$ cat src/rtl/scaler_vlinegen_pkg.sv
// Shared definitions for the vertical line/phase generator.
// Holds the FSM state encoding and the fixed-point widths used by
// scaler_vlinegen and its bus interface.
package scaler_vlinegen_pkg;

  // Fixed-point layout of step/accumulator: Q(LINE_W+1).FRAC_W.
  localparam int VL_FRAC_W   = 17;
  localparam int VL_PHASE_W  = 8;
  localparam int VL_LINE_W   = 10;
  localparam int VL_CNT_W    = 11;
  localparam int VL_FACTOR_W = 18;
  // One guard bit above the integer field so overflow past the last
  // addressable line is still visible before the clamp.
  localparam int VL_ACC_W    = VL_FRAC_W + VL_LINE_W + 1;

  typedef enum logic [2:0] {
    ST_IDLE   = 3'd0,
    ST_SETUP0 = 3'd1,
    ST_SETUP1 = 3'd2,
    ST_ACTIVE = 3'd3,
    ST_DONE   = 3'd4
  } vl_state_t;

endpackage

$ cat src/rtl/scaler_vlinegen_if.sv
// Bus between the scaler output timing / config generator (master) and
// the vertical line generator (slave).
//   frame_start_i      : frame restart pulse, latches config
//   line_req_i         : one pulse per output line
//   vpos_1st_rdline_i  : first input line to read
//   vlines_in_needed_i : input lines spanned by the scaled image
//   vlines_out_i       : output active lines
//   v_interp_factor_i  : floor(2^17 / vlines_out)
//   rdy_o              : generator accepts requests
//   line_valid_o       : one-cycle result strobe
//   line_a_o/line_b_o  : source lines to blend
//   phase_o            : weight of line_b
//   out_line_cnt_o     : requests accepted this frame
//   frame_done_o       : all output lines of the frame issued
interface scaler_vlinegen_if;
  import scaler_vlinegen_pkg::*;

  logic                   frame_start_i;
  logic                   line_req_i;
  logic [VL_LINE_W-1:0]   vpos_1st_rdline_i;
  logic [VL_LINE_W-1:0]   vlines_in_needed_i;
  logic [VL_CNT_W-1:0]    vlines_out_i;
  logic [VL_FACTOR_W-1:0] v_interp_factor_i;

  logic                   rdy_o;
  logic                   line_valid_o;
  logic [VL_LINE_W-1:0]   line_a_o;
  logic [VL_LINE_W-1:0]   line_b_o;
  logic [VL_PHASE_W-1:0]  phase_o;
  logic [VL_CNT_W-1:0]    out_line_cnt_o;
  logic                   frame_done_o;

  modport master (
    output frame_start_i, line_req_i, vpos_1st_rdline_i,
           vlines_in_needed_i, vlines_out_i, v_interp_factor_i,
    input  rdy_o, line_valid_o, line_a_o, line_b_o, phase_o,
           out_line_cnt_o, frame_done_o
  );

  modport slave (
    input  frame_start_i, line_req_i, vpos_1st_rdline_i,
           vlines_in_needed_i, vlines_out_i, v_interp_factor_i,
    output rdy_o, line_valid_o, line_a_o, line_b_o, phase_o,
           out_line_cnt_o, frame_done_o
  );
endinterface

$ cat src/rtl/scaler_vlinegen.sv
// Per-frame vertical source-line and phase generator.
// For every accepted output-line request it returns the two buffered
// input lines to blend and an 8-bit blend phase, two cycles later.
// Ports:
//   SYS_CLK : system clock
//   SYS_RST : asynchronous active-high reset
//   bus     : scaler_vlinegen_if.slave (requests, config, results)
module scaler_vlinegen
  import scaler_vlinegen_pkg::*;
#(
  parameter int FRAC_W  = VL_FRAC_W,
  parameter int PHASE_W = VL_PHASE_W
) (
  input  logic             SYS_CLK,
  input  logic             SYS_RST,
  scaler_vlinegen_if.slave bus
);

  localparam int ACC_W = FRAC_W + VL_LINE_W + 1;
  // Half an output-line step minus half an input line centres the
  // sampling grid of the output lines over the input lines.
  localparam logic [ACC_W-1:0] CENTER = ACC_W'(1) << (FRAC_W - 1);

  vl_state_t state_reg, state_next;

  logic [VL_LINE_W-1:0]   vpos_reg;
  logic [VL_LINE_W-1:0]   needed_reg;
  logic [VL_CNT_W-1:0]    vout_reg;
  logic [VL_FACTOR_W-1:0] factor_reg;

  logic [ACC_W-1:0]       step_reg;
  logic [ACC_W-1:0]       acc_reg;
  logic [VL_CNT_W-1:0]    cnt_reg;

  logic                   s1_valid_reg;
  logic [ACC_W-1:0]       s1_acc_reg;
  logic                   s2_valid_reg;
  logic [VL_LINE_W-1:0]   s2_int_reg;
  logic [VL_LINE_W-1:0]   s2_b_reg;
  logic [PHASE_W-1:0]     s2_frac_reg;

  logic                   out_valid_reg;
  logic [VL_LINE_W-1:0]   out_a_reg;
  logic [VL_LINE_W-1:0]   out_b_reg;
  logic [PHASE_W-1:0]     out_phase_reg;

  logic                   accept;
  logic [VL_CNT_W-1:0]    cnt_inc;
  (* multstyle = "dsp" *)
  logic [ACC_W-1:0]       product;
  logic [ACC_W-1:0]       step_half;
  logic [ACC_W-1:0]       acc_init;
  logic [ACC_W:0]         acc_sum;
  logic [ACC_W-1:0]       acc_inc;
  logic [VL_LINE_W-1:0]   last_line;
  logic [VL_LINE_W-1:0]   raw_int;
  logic                   over;
  logic [VL_LINE_W-1:0]   int_c;
  logic [VL_LINE_W-1:0]   b_c;
  logic [PHASE_W-1:0]     frac_c;

  // frame_start has priority: a coincident request is dropped.
  assign accept  = (state_reg == ST_ACTIVE) && bus.line_req_i && !bus.frame_start_i;
  assign cnt_inc = cnt_reg + VL_CNT_W'(1);

  // ---------------------------------------------------------------
  // FSM
  // ---------------------------------------------------------------
  always_ff @(posedge SYS_CLK or posedge SYS_RST) begin
    if (SYS_RST) begin
      state_reg <= ST_IDLE;
    end else begin
      state_reg <= state_next;
    end
  end

  always_comb begin
    state_next = state_reg;
    if (bus.frame_start_i) begin
      state_next = ST_SETUP0;
    end else begin
      unique case (state_reg)
        ST_IDLE:   state_next = ST_IDLE;
        ST_SETUP0: state_next = ST_SETUP1;
        ST_SETUP1: state_next = (vout_reg == '0) ? ST_DONE : ST_ACTIVE;
        ST_ACTIVE: begin
          // Compare against the incremented count so DONE coincides
          // with the edge that accepts the final request.
          if (accept && (cnt_inc == vout_reg)) state_next = ST_DONE;
        end
        ST_DONE:   state_next = ST_DONE;
        default:   state_next = ST_IDLE;
      endcase
    end
  end

  // ---------------------------------------------------------------
  // Arithmetic
  // ---------------------------------------------------------------
  always_comb begin
    product   = ACC_W'(needed_reg) * ACC_W'(factor_reg);
    step_half = step_reg >> 1;
    acc_init  = (step_half >= CENTER) ? (step_half - CENTER) : '0;
    acc_sum   = {1'b0, acc_reg} + {1'b0, step_reg};
    acc_inc   = acc_sum[ACC_W] ? {ACC_W{1'b1}} : acc_sum[ACC_W-1:0];
  end

  // Stage-2 combinational: split, clamp to the last input line and
  // derive the lower line. When both lines coincide the blend weight is
  // meaningless, so it is forced to zero.
  always_comb begin
    last_line = needed_reg - VL_LINE_W'(1);
    raw_int   = s1_acc_reg[FRAC_W +: VL_LINE_W];
    over      = s1_acc_reg[ACC_W-1] || (raw_int > last_line);
    int_c     = over ? last_line : raw_int;
    b_c       = (int_c < last_line) ? (int_c + VL_LINE_W'(1)) : last_line;
    frac_c    = (over || (b_c == int_c)) ? '0 : s1_acc_reg[FRAC_W-PHASE_W +: PHASE_W];
  end

  // ---------------------------------------------------------------
  // Config, accumulator and result pipeline
  // ---------------------------------------------------------------
  always_ff @(posedge SYS_CLK or posedge SYS_RST) begin
    if (SYS_RST) begin
      vpos_reg      <= '0;
      needed_reg    <= '0;
      vout_reg      <= '0;
      factor_reg    <= '0;
      step_reg      <= '0;
      acc_reg       <= '0;
      cnt_reg       <= '0;
      s1_valid_reg  <= 1'b0;
      s1_acc_reg    <= '0;
      s2_valid_reg  <= 1'b0;
      s2_int_reg    <= '0;
      s2_b_reg      <= '0;
      s2_frac_reg   <= '0;
      out_valid_reg <= 1'b0;
      out_a_reg     <= '0;
      out_b_reg     <= '0;
      out_phase_reg <= '0;
    end else if (bus.frame_start_i) begin
      vpos_reg      <= bus.vpos_1st_rdline_i;
      needed_reg    <= bus.vlines_in_needed_i;
      vout_reg      <= bus.vlines_out_i;
      factor_reg    <= bus.v_interp_factor_i;
      cnt_reg       <= '0;
      // Flush in-flight results of the previous frame.
      s1_valid_reg  <= 1'b0;
      s2_valid_reg  <= 1'b0;
      out_valid_reg <= 1'b0;
    end else begin
      if (state_reg == ST_SETUP0) step_reg <= product;
      if (state_reg == ST_SETUP1) acc_reg  <= acc_init;

      s1_valid_reg <= accept;
      if (accept) begin
        s1_acc_reg <= acc_reg;
        acc_reg    <= acc_inc;
        cnt_reg    <= cnt_inc;
      end

      s2_valid_reg <= s1_valid_reg;
      if (s1_valid_reg) begin
        s2_int_reg  <= int_c;
        s2_b_reg    <= b_c;
        s2_frac_reg <= frac_c;
      end

      // Result registers hold between strobes.
      out_valid_reg <= s2_valid_reg;
      if (s2_valid_reg) begin
        out_a_reg     <= vpos_reg + s2_int_reg;
        out_b_reg     <= vpos_reg + s2_b_reg;
        out_phase_reg <= s2_frac_reg;
      end
    end
  end

  assign bus.rdy_o          = (state_reg == ST_ACTIVE);
  assign bus.frame_done_o   = (state_reg == ST_DONE);
  assign bus.line_valid_o   = out_valid_reg;
  assign bus.line_a_o       = out_a_reg;
  assign bus.line_b_o       = out_b_reg;
  assign bus.phase_o        = out_phase_reg;
  assign bus.out_line_cnt_o = cnt_reg;

endmodule

$ cat src/flat_wrapper.sv
// flat-port wrapper written by rule: the top's interface ports become plain ports
module scaler_vlinegen_flat import scaler_vlinegen_pkg::*;
#(
  parameter int FRAC_W  = VL_FRAC_W,
  parameter int PHASE_W = VL_PHASE_W
)
  (SYS_CLK, SYS_RST, bus_frame_start_i, bus_line_req_i, bus_vpos_1st_rdline_i, bus_vlines_in_needed_i, bus_vlines_out_i, bus_v_interp_factor_i, bus_rdy_o, bus_line_valid_o, bus_line_a_o, bus_line_b_o, bus_phase_o, bus_out_line_cnt_o, bus_frame_done_o);
  scaler_vlinegen_if bus_i ();
  input  logic SYS_CLK;
  input  logic SYS_RST;
  input wire logic [$bits(bus_i.frame_start_i)-1:0] bus_frame_start_i;
  input wire logic [$bits(bus_i.line_req_i)-1:0] bus_line_req_i;
  input wire logic [$bits(bus_i.vpos_1st_rdline_i)-1:0] bus_vpos_1st_rdline_i;
  input wire logic [$bits(bus_i.vlines_in_needed_i)-1:0] bus_vlines_in_needed_i;
  input wire logic [$bits(bus_i.vlines_out_i)-1:0] bus_vlines_out_i;
  input wire logic [$bits(bus_i.v_interp_factor_i)-1:0] bus_v_interp_factor_i;
  output wire logic [$bits(bus_i.rdy_o)-1:0] bus_rdy_o;
  output wire logic [$bits(bus_i.line_valid_o)-1:0] bus_line_valid_o;
  output wire logic [$bits(bus_i.line_a_o)-1:0] bus_line_a_o;
  output wire logic [$bits(bus_i.line_b_o)-1:0] bus_line_b_o;
  output wire logic [$bits(bus_i.phase_o)-1:0] bus_phase_o;
  output wire logic [$bits(bus_i.out_line_cnt_o)-1:0] bus_out_line_cnt_o;
  output wire logic [$bits(bus_i.frame_done_o)-1:0] bus_frame_done_o;
  assign bus_i.frame_start_i = bus_frame_start_i;
  assign bus_i.line_req_i = bus_line_req_i;
  assign bus_i.vpos_1st_rdline_i = bus_vpos_1st_rdline_i;
  assign bus_i.vlines_in_needed_i = bus_vlines_in_needed_i;
  assign bus_i.vlines_out_i = bus_vlines_out_i;
  assign bus_i.v_interp_factor_i = bus_v_interp_factor_i;
  assign bus_rdy_o = bus_i.rdy_o;
  assign bus_line_valid_o = bus_i.line_valid_o;
  assign bus_line_a_o = bus_i.line_a_o;
  assign bus_line_b_o = bus_i.line_b_o;
  assign bus_phase_o = bus_i.phase_o;
  assign bus_out_line_cnt_o = bus_i.out_line_cnt_o;
  assign bus_frame_done_o = bus_i.frame_done_o;
  scaler_vlinegen #(.FRAC_W(FRAC_W), .PHASE_W(PHASE_W)) u_core (.SYS_CLK(SYS_CLK), .SYS_RST(SYS_RST), .bus(bus_i));
endmodule
$ cat config.mk
export PLATFORM = sky130hd
export DESIGN_NAME = scaler_vlinegen_flat
export DESIGN_NICKNAME = d
export VERILOG_FILES = /design/src/rtl/scaler_vlinegen_pkg.sv /design/src/rtl/scaler_vlinegen_if.sv /design/src/rtl/scaler_vlinegen.sv /design/src/flat_wrapper.sv
export SDC_FILE = /design/constraint.sdc
export NUM_CORES = 1
export LEC_CHECK = 0
export CORE_ASPECT_RATIO = 0.5
export CORE_UTILIZATION = 40
export DETAILED_ROUTE_END_ITERATION = 10
export GPL_TIMING_DRIVEN = 0
export PLACE_DENSITY_LB_ADDON = 0.15
export SLEW_MARGIN = 20
export SYNTH_ARGS = -nofsm -noshare
export SYNTH_HDL_FRONTEND = slang
export SYNTH_SLANG_ARGS = --single-unit
export TNS_END_PERCENT = 10
$ cat constraint.sdc
create_clock -name SYS_CLK -period 6.31 [get_ports SYS_CLK]
set_clock_uncertainty 0.05 [all_clocks]
set_input_delay 0.631 -clock SYS_CLK [delete_from_list [all_inputs] [get_ports SYS_CLK]]
set_output_delay 0.631 -clock SYS_CLK [all_outputs]
set_load 0.005 [all_outputs]
# ---- After elaboration in Yosys (flattened, before gate mapping)
# Index checks and enable logic that the tools add are counted.
dict set report totals {
  regBits 206
  inputBits 53
  output_inout_bits 42
  elab_cells 67
}
dict set report op_classes {
  n_addsub 7
  multipliers 1
  order_cmp 3
  eq_ne 7
  n_mux 16
  n_bitwise 1
  reduce_logical 14
}
# op count
set ops {}
lappend ops {{28-bit two-way mux} 4}
lappend ops {{28-bit by 28-bit adder with 29-bit output} 1}
lappend ops {{10-bit by 18-bit multiplier with 28-bit output} 1}
lappend ops {{27-bit by 17-bit subtractor with 28-bit output, second input constant} 1}
lappend ops {{27-bit by 17-bit greater-or-equal comparator with 1-bit output, second input constant} 1}
lappend ops {{11-bit two-way mux} 2}
lappend ops {{10-bit adder} 2}
lappend ops {{10-bit two-way mux} 2}
lappend ops {{3-bit case mux with 4 select lines} 1}
lappend ops {{11-bit by 1-bit adder with 11-bit output, second input constant} 1}
lappend ops {{11-bit == test} 1}
lappend ops {{11-bit logical NOT} 1}
lappend ops {{10-bit by 1-bit adder with 10-bit output, second input constant} 1}
lappend ops {{10-bit == test} 1}
lappend ops {{10-bit greater-than comparator} 1}
lappend ops {{10-bit < comparator} 1}
lappend ops {{2-bit AND reduction} 5}
lappend ops {{10-bit by 1-bit subtractor with 10-bit output, second input constant} 1}
lappend ops {{3-bit two-way mux} 3}
lappend ops {{8-bit two-way mux} 1}
lappend ops {{3-bit by 2-bit == test with 1-bit output, second input constant} 2}
lappend ops {{2-bit nonzero test} 2}
lappend ops {{3-bit by 1-bit == test with 1-bit output, second input constant} 1}
lappend ops {{3-bit == test, second input constant} 1}
lappend ops {{other kinds (6)} 11}

# ---- Longest topological paths before layout
# Gate-level depths: netlist (run 1).
dict set report depth {
  ltp_word 9
  ltp_mapped 28
  depth_no_buf 25
}

# ---- Worst setup path after synthesis (run 1)
# No wires, ideal clock.
dict set report synth_path {
  path_kind {reg2reg}
  from {reg u_core.needed_reg[2]}
  to {reg u_core.step_reg[27]}
  setup_ns 0.135
  arrival_ns 5.806
  required_time_ns 6.125
  path_slack_ns 0.320
  path_stages_with_launch 23
  n_path_buf 2
  synth_period_minus_slack_ns 5.990
  path_cell_list {dfrtp_1 -> clkbuf_1 -> clkbuf_1 -> nand2_1 -> fa_1 -> inv_1 -> fa_1 -> inv_1 -> fa_1 -> inv_1 -> fa_1 -> fa_1 -> ha_1 -> a21o_1 -> a21o_1 -> a21o_1 -> a21o_1 -> a31oi_1 -> a31oi_1 -> or4_1 -> a31oi_1 -> xnor2_1 -> o21ai_0}
}
dict set report synth_between {
  elab_chain_len 1
}
# element line_no
set synth_rtl {}
lappend synth_rtl {{start, declared} scaler_vlinegen.sv:27} ;# logic [VL_LINE_W-1:0] needed_reg;
lappend synth_rtl {{start signal, assigned} scaler_vlinegen.sv:144} ;# needed_reg <= bus.vlines_in_needed_i;
lappend synth_rtl {{10-bit by 18-bit multiplier with 28-bit output} scaler_vlinegen.sv:101} ;# product = ACC_W'(needed_reg) * ACC_W'(factor_reg);
lappend synth_rtl {{end signal, assigned} scaler_vlinegen.sv:153} ;# if (state_reg == ST_SETUP0) step_reg <= product;
lappend synth_rtl {{end, declared} scaler_vlinegen.sv:31} ;# logic [ACC_W-1:0] step_reg;
# No other way between the ends.
# A chain may end at the register's enable or synchronous reset.

# ---- Worst setup path after layout (run 1)
dict set report layout_path {
  from {reg u_core.needed_reg[4]}
  to {reg u_core.step_reg[27]}
}
# The elaborated chain is that of the path after synthesis.

==> results.cfg, run 1 <==
[outcome]
status = finished clean

[critical_path]
cpPeakStageDelay_ns = 0.59
startpoint_type = register
critPathCaptureType = register
crit_required_ns = 6.59
worst-path-max-fanout = 10
critPathArrivalTime_ns = 6.37
crit_path_frequent_cell = fa_1
cp_slowest_cell = fa_1
path_cells = buf_4, clkbuf_8, and2_1, fa_1, inv_1, fa_1, inv_1, fa_1, fa_1, fa_1, ha_4, a21o_1, a21o_1, a21o_1, a21o_1, a31oi_2, a31oi_2, or4_1, a31oi_1, xnor2_1, o21ai_0
criticalPathCategory = register to register

[layout]
nFillCells = 3942
multiInputGateArea_um2 = 11000
area_growth_pct = 15.3
fin_nets = 2204
drive_gt1_frac = 0.0860
final_cell_mix = 271 x nand2_1, 190 x dfrtp_1, 149 x inv_1
seqCellArea_um2 = 4940
finish.utilization = 0.472
stdcell_area_um2 = 19200
final_common_cell = nand2_1
instances_no_fill = 2449

[global_routing]
grt_use_met1 = 0.311
grt_max_degree = 89
grt_use_met3 = 0.0324
met2_usage = 0.336
grt_pass1_wl_um = 71200
grt_pass1_vias = 12816
antenna_found_initial = 1
grt-busiest-layer = met2
grt.total_usage = 0.213
grt-ovfl-total = 0

[logic_synthesis]
synth-edff-count = 0
yosysTopAreaCell = dfrtp_1
yosys_warnings = 0
yosys_most_used_dff = dfrtp_1
syn_avg_cell_area_um2 = 9.33
synth_fp_nets = 2097
synth_cells = 1788
synthDistinctLibCells = 68
syn_area_um2 = 16700
async_reset_ff_frac = 1.00
synth_top_area_share = 0.296
ys_seq_area_frac = 0.296
netlist_top_cells_area = dfrtp_1 30%, fa_1 15%, ha_1 9.5%
ys_ff_latch = 197

[floorplanning]
die_y_um = 146
num_rows = 52
core_area_um2 = 40700
die_x_um = 291
start_util = 0.409
ios = 95
die-area_um2 = 42600

[timing]
layout_min_cycle_time_ns = 6.09
fmax_mhz = 164
max_slew.worst_pin.slew_ns = 1.08
drv_slew = 0
grt_setup_unrepaired = yes
finalSetupViolCount = 0
finalHoldViolations = 0
slew_headroom = 0.274
period_share = 0.966

[place]
place.gp.congestion = 0.900
dp.cells = 2423
placed_area_um2 = 18300
dp_hpwl_um = 34000
port_buffers = 93

[clocking]
clock_latency_ns = 0.46
cts_tree = done
hold_buffers = 0
clock_path_buffers = 2
cts.htree.levels = 4
clock-sinks = 197
cts-root-buf = clkbuf_16
clkTransAtPathRegs_ns = 0.09
cts_buffers = 17

[route]
ant_nets = 0
drc_errors = 0
via_count = 12960
first_pass_iters = 6
vias_per_cell = 5.29
detail_route.wl_per_cell_um = 17.8
wl_um = 43500
drtIter0Drc = 751

[power_and_ir_drop]
p_comb_frac = 0.691
clockPowerShare = 0.111
switchingPower_uw = 5260
p_leak_uw = 0.00886
power_frac_seq = 0.198
power_density_nw_per_um2 = 562
ir_drop_mv = 0.534
intPower_uw = 5540
sw_frac_of_total = 0.487
p_total_uw = 10800

[run]
maxCapViolations = 0

[worst_hold_path]
hold_path.class = register to register
-- area by class of cell --
type | instances | area share
flip-flops and latches | 197 | 0.257
diodes | 1 | 0.000130
well taps | 540 | 0.0351
multi-input cells | 1355 | 0.571
inverters | 151 | 0.0299
repair buffers | 102 | 0.0540
clock buffers | 17 | 0.0221
clock inverters | 15 | 0.0108
plain buffers | 71 | 0.0199
-- power by group through the flow --
stage / logic (µW) / clock network (µW) / registers (µW)
6_report: 7470 / 1200 / 2140
5_1_grt: 8450 / 1270 / 2190
4_1_cts: 7370 / 1220 / 2110
3_5_place_dp: 7210 / 0 / 2130
3_3_place_gp: 7170 / 0 / 2120
2_1_floorplan: 5550 / 0 / 1930
-- what timing repair did --
action,CTS,global route
hold endpoints to repair,0,0
pin swaps,0,5
cloned,0,0
endpoints found under the setup margin,25,22
setup buffers,0,7
resized for setup,51,30
-- through the flow --
step                      setup WS [ns]  setup TNS, ns  hold WS [ns]
after global routing            -0.0291        -0.0488         0.448
final                             0.218              0         0.423
after global placement            -2.93        -581.07         0.405
after CTS                       0.00423              0         0.423
after detailed placement         -0.785          -9.27         0.412
after floorplan                   0.260              0         0.388
-- cell families (layout without fill, tap and decap cells) --
group,after synthesis,in the layout,share of synthesized area
AOI/OAI and AO/OA,326,326,0.121
xor gates and xnor gates,122,122,0.0649
adders and majority gates,256,256,0.250
buffers and inverters,236,356,0.0533
DFF,197,197,0.296
muxes,81,81,0.0538
other,0,1,0
and+or+nand+nor,570,570,0.162
-- final timing paths --
| kind | to | startpoint | slack, ns | cells after the start |
|---|---|---|---|---|
| max | u_core.step_reg[27] | u_core.needed_reg[4] | 0.22 | 21 |
| max in group asynchronous | u_core.needed_reg[5] | SYS_RST | 5.01 | 3 |
| min in group asynchronous | u_core.bus.phase_o[2] | SYS_RST | 0.46 | 2 |
| min reg2reg | u_core.bus.phase_o[4] | u_core.s2_frac_reg[4] | 0.42 | 2 |
| min | u_core.bus.phase_o[4] | u_core.s2_frac_reg[4] | 0.42 | 2 |
| max reg2reg | u_core.step_reg[27] | u_core.needed_reg[4] | 0.22 | 21 |
-- cell usage after synthesis, drive strengths merged (3+ instances only) --
cell and n:
fa 129, nand2b 12, a22o 8, dfrtp 197
o21a 9, and3 7, a21o 21, a211oi 8
o311ai 12, nor4 11, o21ai 128, mux2 69
a22oi 9, nand2 272, a31o 3, buf 3
nor3b 4, inv 150, nor2 62, clkbuf 82
o211ai 11, a21oi 67, xnor2 73, nor2b 11
nor3 24, o31ai 4, xor2 48, o21bai 17
a31oi 9, mux2i 12, nand3 51, nand4 7
or3 9, ha 127, or4 7, and2 82
-- worst max-delay path, delay by kind of cell, from the launching register on --
kind,cells,cell delay [ns]
AOI/OAI and AO/OA,8,1.41
xor gates and xnor gates,1,0.17
adders and majority gates,6,2.80
buffers and inverters,4,0.48
DFF,1,0.42
and+or+nand+nor,2,0.60
-- routing by layer --
metal  wire, µm  part of all wire
met1      21200              0.49
met5          0                 0
met3       2010             0.046
met2      19900              0.46
met4        473             0.011
Note: power is estimated with default switching activity, not from simulation.
==> run 2, diff against run 1 <==
--- a/config.mk
+++ b/config.mk
@@ -6,7 +6,7 @@
 export NUM_CORES = 1
 export LEC_CHECK = 0
 export CORE_ASPECT_RATIO = 0.5
-export CORE_UTILIZATION = 40
+export CORE_UTILIZATION = 50
 export DETAILED_ROUTE_END_ITERATION = 10
 export GPL_TIMING_DRIVEN = 0
 export PLACE_DENSITY_LB_ADDON = 0.15
==> run 2 against run 1 <==
Sequential share of layout area rose by 0.26 points; wire length fell by 4.9%; sequential power barely moved; non-clock buffer count fell by 2; utilization rose by 12 points; count of clock-buffer cells in the layout did not move; power fell by 0.92%; clock power barely moved; fmax barely moved; setup slack got worse by 0.0010 ns; hold slack improved by 0.0066 ns; sequential cell count did not move; largest cell class unchanged; largest power group unchanged.
==> results.cfg, run 2 (synthesis results as in run 1) <==
[outcome]
status = finished clean

[timing]
finalSetupViolCount = 0
grt_setup_unrepaired = no
drv_slew = 0
max_slew.worst_pin.slew_ns = 1.11
period_share = 0.966
layout_min_cycle_time_ns = 6.09
worst_slack_ns = 0.217
fmax_mhz = 164
finalHoldViolations = 0
slew_headroom = 0.262

[run]
maxCapViolations = 0

[worst_hold_path]
hold_path.class = register to register

[layout]
area_growth_pct = 14.1
stdcell_area_um2 = 19000
finish.utilization = 0.590
fin_nets = 2202
final_common_cell = nand2_1
final_cell_mix = 271 x nand2_1, 193 x dfrtp_1, 149 x inv_1
drive_gt1_frac = 0.0824
nFillCells = 2879

[place]
pre_cts_slack_ns = -0.718
dp_hpwl_um = 32400
port_buffers = 93
placed_area_um2 = 18200
place.gp.congestion = 0.925

[clocking]
cts_buffers = 17
cts.htree.levels = 4
clock_path_buffers = 2
clkTransAtPathRegs_ns = 0.09
clock-sinks = 197
clock_latency_ns = 0.47
cts-root-buf = clkbuf_16
cts_tree = done

[critical_path]
criticalPathCategory = register to register
reg2reg_slack_ns = 0.22
critPathArrivalTime_ns = 6.37
crit_required_ns = 6.58
startpoint_type = register
critPathCaptureType = register
worst-path-max-fanout = 10

[power_and_ir_drop]
switchingPower_uw = 5180
p_comb_frac = 0.691
power_frac_seq = 0.199
clockPowerShare = 0.110
intPower_uw = 5530
p_total_uw = 10700
power_density_nw_per_um2 = 563
p_leak_uw = 0.00885
ir_drop_mv = 0.623
sw_frac_of_total = 0.484

[global_routing]
grt-ovfl-total = 0
grt_max_degree = 93
antenna_found_initial = 1
grt.total_usage = 0.253
grt_pass1_vias = 12823
grt_pass1_wl_um = 67500

[route]
drc_errors = 0
drtIter0Drc = 930
detail_route.wl_per_cell_um = 17.7
ant_nets = 0
wl_um = 41300
via_count = 12939
vias_per_cell = 5.53
first_pass_iters = 5

[floorplanning]
die_y_um = 131
ios = 95
die_x_um = 260
die-area_um2 = 34100
num_rows = 46
core_area_um2 = 32200
start_util = 0.517
[run 2: changes by cell type in the layout (fill, tap and decap cells not counted), sizes merged]
cell / change
inv: -2
clkbuf: -2
bufinv: +1
clkinv: +2
clkinvlp: -1
[run 2: final cells by class]
cell class / count / area [µm²] / area share
antenna: 1 / 2.50 / 0.000132
buffer: 68 / 344 / 0.0181
clock buffer: 17 / 425 / 0.0224
clock inverter: 15 / 201 / 0.0106
inverter: 151 / 574 / 0.0302
multi-input combinational: 1355 / 11000 / 0.576
sequential: 197 / 4930 / 0.259
tap: 432 / 541 / 0.0284
timing repair buffer: 103 / 1050 / 0.0550
[run 2: path summary, 6_finish.rpt]
kind | from | to | depth (start not counted)
min reg2reg | u_core.s2_frac_reg[7] | u_core.bus.phase_o[7] | 2
max | u_core.factor_reg[13] | u_core.step_reg[27] | 21
max in group asynchronous | SYS_RST | u_core.step_reg[22] | 4
max reg2reg | u_core.factor_reg[13] | u_core.step_reg[27] | 21
min | u_core.s2_frac_reg[7] | u_core.bus.phase_o[7] | 2
min in group asynchronous | SYS_RST | u_core.bus.line_valid_o | 2
[run 2: power by group through the flow]
stage	logic (µW)	clock network [µW]	registers [µW]
after floorplan	5550	0	1930
after global placement	7030	0	2100
after detailed placement	7120	0	2110
after CTS	7290	1210	2090
after global routing	8310	1260	2180
final	7400	1180	2130
[run 2: per-stage QoR]
step / hold slack, ns / TNS [ns] / std cells
after floorplan: 0.388 / 0 / 1788
after global placement: 0.404 / -529.57 / 2313
after detailed placement: 0.416 / -8.90 / 2315
after CTS: 0.437 / 0 / 2344
after global routing: 0.451 / 0 / 2338
final: 0.429 / 0 / 2339
[run 2: critical path, stage by stage (launching register included)]
cell and delay (ns):
dfrtp_1 0.35, clkbuf_1 0.40, nand2_1 0.13, fa_1 0.49
inv_1 0.05, fa_1 0.50, inv_1 0.05, fa_1 0.53
inv_1 0.05, fa_1 0.57, fa_1 0.47, ha_4 0.29
a21o_1 0.19, a21o_1 0.17, a21o_1 0.18, a21o_1 0.19
a31oi_2 0.22, a31oi_2 0.14, or4_1 0.43, a31oi_1 0.18
xnor2_1 0.19, o21ai_0 0.11
[run 2: metal layers]
layer,global-route usage,share of wire,routed length [µm],up-vias
li1,-,-,-,6223
met3,0.0513,0.061,2500,52
met1,0.370,0.48,19800,6368
met2,0.377,0.44,18200,296
met4,0.0715,0.019,786,0
met5,0,0,0,-
[run 2: what timing repair did]
| action | CTS | global route |
|---|---|---|
| resized for setup | 42 | 30 |
| hold buffers | 0 | 0 |
| setup buffers | 1 | 7 |
| pin swaps | 0 | 5 |
| endpoints found under the setup margin | 24 | 23 |
